<file path="src/rtl/pc_fetch_unit.sv">
// Instruction-fetch stage: holds the PC, fetches over a req/ready handshake, and selects
// the next PC on commit. A fetch-timeout watchdog and a misaligned-target trap latch a sticky error.
//
// state | meaning
// IDLE  | first cycle after reset, no request issued
// FETCH | imem_req high, waiting for imem_ready (watchdog running)
// HOLD  | inst valid, waiting for commit to pick the next PC
// ERR   | sticky error, left only through reset
module pc_fetch_unit #(
    parameter logic [31:0] RESET_PC = 32'h0000_0000,
    parameter int unsigned MAX_WAIT = 16
) (
    input  logic        clk,
    input  logic        rstn,
    input  logic [1:0]  NPCOp,
    input  logic [31:0] imm,
    input  logic [31:0] alu_result,
    input  logic        commit,
    output logic        imem_req,
    output logic [31:0] imem_addr,
    input  logic [31:0] imem_rdata,
    input  logic        imem_ready,
    output logic [31:0] pc,
    output logic [31:0] pc_plus4,
    output logic [31:0] inst,
    output logic        inst_valid,
    output logic [6:0]  Op,
    output logic [2:0]  Funct3,
    output logic [6:0]  Funct7,
    output logic        fetch_err,
    output logic [1:0]  err_code
);

    typedef enum logic [1:0] {
        S_IDLE  = 2'd0,
        S_FETCH = 2'd1,
        S_HOLD  = 2'd2,
        S_ERR   = 2'd3
    } state_t;

    localparam logic [31:0] NOP_INST     = 32'h0000_0013;
    localparam logic [7:0]  WAIT_LAST    = 8'(MAX_WAIT - 1);
    localparam logic [1:0]  ERR_NONE     = 2'b00;
    localparam logic [1:0]  ERR_TIMEOUT  = 2'b01;
    localparam logic [1:0]  ERR_MISALIGN = 2'b10;

    state_t      r_state;
    state_t      w_state_nxt;
    logic [31:0] r_pc;
    logic [31:0] w_pc_nxt;
    logic [31:0] r_inst;
    logic [31:0] w_inst_nxt;
    logic [7:0]  r_wait_cnt;
    logic [7:0]  w_wait_cnt_nxt;
    logic [1:0]  r_err_code;
    logic [1:0]  w_err_code_nxt;
    logic [31:0] w_pc_plus4;
    logic [31:0] w_target;

    assign w_pc_plus4 = r_pc + 32'd4;

    // jalr clears bit 0 of the ALU result, as the ISA requires
    always_comb begin
        w_target = w_pc_plus4;
        case (NPCOp)
            2'b00:   w_target = w_pc_plus4;
            2'b01:   w_target = r_pc + imm;
            2'b10:   w_target = r_pc + imm;
            default: w_target = alu_result & 32'hFFFF_FFFE;
        endcase
    end

    always_ff @(posedge clk or negedge rstn) begin
        if (!rstn) begin
            r_state    <= S_IDLE;
            r_pc       <= RESET_PC;
            r_inst     <= NOP_INST;
            r_wait_cnt <= 8'd0;
            r_err_code <= ERR_NONE;
        end else begin
            r_state    <= w_state_nxt;
            r_pc       <= w_pc_nxt;
            r_inst     <= w_inst_nxt;
            r_wait_cnt <= w_wait_cnt_nxt;
            r_err_code <= w_err_code_nxt;
        end
    end

    always_comb begin
        w_state_nxt    = r_state;
        w_pc_nxt       = r_pc;
        w_inst_nxt     = r_inst;
        w_wait_cnt_nxt = r_wait_cnt;
        w_err_code_nxt = r_err_code;
        case (r_state)
            S_IDLE: begin
                w_state_nxt = S_FETCH;
            end
            S_FETCH: begin
                if (imem_ready) begin
                    w_inst_nxt     = imem_rdata;
                    w_wait_cnt_nxt = 8'd0;
                    w_state_nxt    = S_HOLD;
                end else begin
                    w_wait_cnt_nxt = r_wait_cnt + 8'd1;
                    if (r_wait_cnt == WAIT_LAST) begin
                        w_state_nxt    = S_ERR;
                        w_err_code_nxt = ERR_TIMEOUT;
                    end
                end
            end
            S_HOLD: begin
                if (commit) begin
                    if (w_target[1:0] == 2'b00) begin
                        w_pc_nxt    = w_target;
                        w_state_nxt = S_FETCH;
                    end else begin
                        w_state_nxt    = S_ERR;
                        w_err_code_nxt = ERR_MISALIGN;
                    end
                end
            end
            default: begin
                w_state_nxt = S_ERR;
            end
        endcase
    end

    assign imem_req   = (r_state == S_FETCH);
    assign imem_addr  = r_pc;
    assign pc         = r_pc;
    assign pc_plus4   = w_pc_plus4;
    assign inst       = r_inst;
    assign inst_valid = (r_state == S_HOLD);
    assign Op         = r_inst[6:0];
    assign Funct3     = r_inst[14:12];
    assign Funct7     = r_inst[31:25];
    assign fetch_err  = (r_state == S_ERR);
    assign err_code   = r_err_code;

endmodule

</file>
<file path="config.mk">
export PLATFORM = sky130hd
export DESIGN_NAME = pc_fetch_unit
export DESIGN_NICKNAME = d
export VERILOG_FILES = /design/src/rtl/pc_fetch_unit.sv
export SDC_FILE = /design/constraint.sdc
export NUM_CORES = 1
export LEC_CHECK = 0
export ABC_CLOCK_PERIOD_IN_PS = 3100
export CORE_ASPECT_RATIO = 2
export CORE_MARGIN = 5
export CORE_UTILIZATION = 45
export CTS_CLUSTER_SIZE = 30
export DETAILED_ROUTE_END_ITERATION = 7
export PLACE_DENSITY = 0.82
export SLEW_MARGIN = 20
export SYNTH_ARGS = -nofsm -noshare
export SYNTH_HDL_FRONTEND = slang
export SYNTH_SLANG_ARGS = --single-unit
</file>
<file path="constraint.sdc">
create_clock -name clk -period 3.1 [get_ports clk]
set_input_delay 0.62 -clock clk [delete_from_list [all_inputs] [get_ports clk]]
set_output_delay 0.62 -clock clk [all_outputs]
set_load 0.03 [all_outputs]
</file>
==> impl_metrics.csv <==
group,metric,value,unit
run_status,status,"finished clean",
synthesis,ys.flop_type,"dfrtp_1",
finish,final_util,70.2,%
power,p_clk_share,11.1,%
worst_setup_path,cp_num_buf_inv,2,
sta,period_share,97.4,%
worst_setup_path,timing.rr.start,"imem_addr[4]$_DFFE_PN0P_",
synthesis,synth_cells,765,
detailed_routing,post-route-drc-count,0,
floorplanning,dieWidth,94.8,µm
detailed_routing,viasPerCell,5.84,
clocking,cts_num_sinks,76,
worst_setup_path,r2r_cells,9,
clocking,clkTransAtPathRegs,60,ps
power,p_seq_share,18.7,%
worst_setup_path,cpLargestDelayFamily,"simple AND/OR/NAND/NOR gates",
grt,antenna_found_initial,1,
clocking,root_buffer,"clkbuf_16",
sta,final-hold-violation-count,0,
synthesis,yosysMostFrequentCell,"dfrtp_1",
grt,grt_pass1_wl,38600,µm
floorplanning,coreArea,0.0143,mm²
power,ir_drop,0.000596,V
placed_design,dpl.hpwl,19800,µm
grt,grtUsageTotal,28.8,%
placed_design,dp_slack,-286,ps
power,swShare,47.9,%
worst_setup_path,cp_slowest_stage_delay,440,ps
finish,final_cells,1249,
worst_setup_path,start_kind,"flop",
power,power_switching,4.67,mW
sta,fin_skew,9.75,ps
clocking,cts_hold_buf,0,
detailed_routing,postRouteWirelength,24900,µm
synthesis,synth_edf_count,0,
clocking,clkLatencyLatePin,340,ps
sta,finalSetupTns,0,ps
worst_setup_path,ff2ff_setup_slack,240,ps
power,pwr-share-comb,70.2,%
synthesis,synth_cell_types,76,
power,intPower,5.08,mW
synthesis,seq_area_frac_synth,29.5,%
placed_design,placedCellCount,1231,
grt,grt_overflow,0,
sta,layout_setup_ws,79.7,ps
synthesis,synth_common_cells,"dfrtp_1 (73), nand2_1 (70), o21ai_0 (60), a21oi_1 (57), buf_4 (51)",
placed_design,routabilityCongestion,0.984,
power,leakagePower,4.41,nW
grt,grt_pass1_vias,7410,
synthesis,synth.avg_cell_area,8.45,µm²
detailed_routing,vias,7288,
floorplanning,die_y,180,µm
synthesis,synth_top_area_share,28.3,%
clocking,cts_buffers,9,
sta,drv_slew,0,
worst_setup_path,critPathKind,"reg -> out",
floorplanning,start_util,45.3,%
worst_setup_path,cp-end-kind,"output pin",
synthesis,synth_area,0.00647,mm²
finish,nets,1189,
clocking,htree_levels,3,
clocking,post_cts_buffers,0,
clocking,clockBufferDepth,2,
detailed_routing,wire_per_inst,19.9,µm
sta,fmax,331,MHz
detailed_routing,postRouteAntennaNets,0,
synthesis,synth_warnings,0,
worst_setup_path,crit_required,2480,ps
detailed_routing,first_iter_violations,484,
sta,tightest_slew,811,ps
finish,drive_gt1_share,19.5,%
placed_design,io_buffers,250,
min_path,hp-class,"in -> async",
floorplanning,die_area,0.0170,mm²
synthesis,syn_nets,903,
floorplanning,pin_count,252,
detailed_routing,dr.pass1.iters,5,
synthesis,synthTopCellsByArea,"dfrtp_1 (28%), ha_1 (6.8%), buf_4 (5.9%)",
sta,setup_viol,0,
worst_setup_path,cp_max_fo,5,
worst_setup_path,cp_slowest_cell,"dfrtp_1",
grt,grt_max_degree,77,
floorplanning,row_count,62,
power,p_total,9.75,mW
sta,finalCriticalPeriod,3020,ps
synthesis,ys_ff_latch,76,
worst_setup_path,worstReg2RegEnd,"imem_addr[31]$_DFFE_PN0P_",
worst_setup_path,cp.arrival,2400,ps
sta,slew_headroom,45.5,%
synthesis,async_flop_share,100,%
finish,area_growth,55.0,%
power,powerDensity,973,mW/mm²
synthesis,synth_top_area_cell,"dfrtp_1",
worst_setup_path,crit_path_cell_trace,"and3_1 > nor3b_4 > buf_4 > and2_1 > nand3_1 > xnor2_2 > buf_12",
clocking,cts_tree,"built",
flow_run,cap_violations,0,
power by group through the flow:
stage | clock network (mW) | registers (mW) | logic [mW]
after floorplan | 0 | 2.55 | 3.25
after global placement | 0 | 1.80 | 6.70
after detailed placement | 0 | 1.83 | 6.79
after CTS | 1.10 | 1.81 | 6.80
after global routing | 1.15 | 1.89 | 7.24
final | 1.08 | 1.82 | 6.84
state kept, by name (all words and copies together) (netlist names):
name,count
r_wait_cnt,8
inst,32
err_code,2
r_state,2
imem_addr,32
how the worst max path moves through the flow:
stage,startpoint,endpoint,cells after the start
after global routing,imem_addr[4]$_DFFE_PN0P_,pc_plus4[15],6
after CTS,imem_addr[4]$_DFFE_PN0P_,pc_plus4[13],6
after detailed placement,imm[0],imem_addr[26]$_DFFE_PN0P_,10
after global placement,imm[0],imem_addr[26]$_DFFE_PN0P_,10
after floorplan,imem_addr[13]$_DFFE_PN0P_,pc_plus4[23],7
final,imem_addr[4]$_DFFE_PN0P_,pc_plus4[23],7
cell type report:
| cell class | instances | area (µm²) |
|---|---|---|
| fillers | 1136 | 4250 |
| multi-input cells | 583 | 4020 |
| repair buffers | 360 | 3470 |
| flip-flops and latches | 76 | 1910 |
| well taps | 192 | 240 |
| clock buffers | 10 | 229 |
| inverters | 21 | 78.8 |
| clock inverters | 6 | 72.6 |
| diodes | 1 | 2.50 |
worst reg2reg max path: cells and delay by family, from the launching register on:
family          cells  cell delay, ps
compound gates      4             970
fa+ha+maj           1             330
buf+inv             1             180
flops               1             440
simple gates        3             810
repair_timing:
item | 4_1_cts | 5_1_grt
gates cloned | 0 | 0
endpoints found under the setup margin | 6 | 16
pin swaps | 0 | 1
gates resized for setup | 6 | 14
cell usage in the layout, fill, tap and decap left out, types with 4 or more instances in the layout:
cell type,Yosys,final
a211oi_1,4,4
a21o_1,14,14
a21oi_1,57,56
a221o_1,5,5
a221oi_1,13,13
a22oi_1,4,4
a31oi_1,5,5
and2_1,9,10
and3_1,13,13
and4_1,4,4
buf_12,0,13
buf_4,51,113
clkbuf_16,0,9
clkdlybuf4s50_1,0,226
dfrtp_1,73,72
ha_1,35,35
inv_1,20,20
mux2_2,33,33
nand2_1,70,70
nand2b_1,9,9
nand3_1,19,19
nand4_1,16,16
nor2_1,40,40
nor2b_1,4,4
nor3_1,26,26
nor4_1,6,6
o21ai_0,60,58
o21bai_1,4,4
o22ai_1,7,7
o31ai_1,6,6
or2_2,5,5
or3_1,6,6
xnor2_1,28,24
xnor2_2,0,4
xor2_1,24,24
kinds of logic (layout without fill, tap and decap cells):
kind of cell / count (synthesis) / in the layout / share of synthesized area (%)
DFF: 76 / 76 / 29.5
adders and majority gates: 36 / 36 / 7.08
AOI/OAI and AO/OA: 215 / 215 / 21.6
and+or+nand+nor: 246 / 246 / 19.7
other: 0 / 1 / 0
xor gates and xnor gates: 52 / 52 / 7.04
muxes: 34 / 34 / 5.90
buffers and inverters: 106 / 397 / 9.19
layer usage:
metal	wire [µm]	vias up	track usage, %
met2	13200	413	51.4
met4	1560	0	18.2
met5	0	-	0
met3	1850	111	4.90
li1	-	3334	-
met1	8290	3430	30.0
per-stage QoR:
step	area [µm²]	hold slack (ps)
5_1_grt	10000	180
4_1_cts	9940	476
3_3_place_gp	9630	482
3_5_place_dp	9630	487
2_1_floorplan	6470	324
6_report	10000	169
Note: power is estimated with default switching activity, not from simulation.
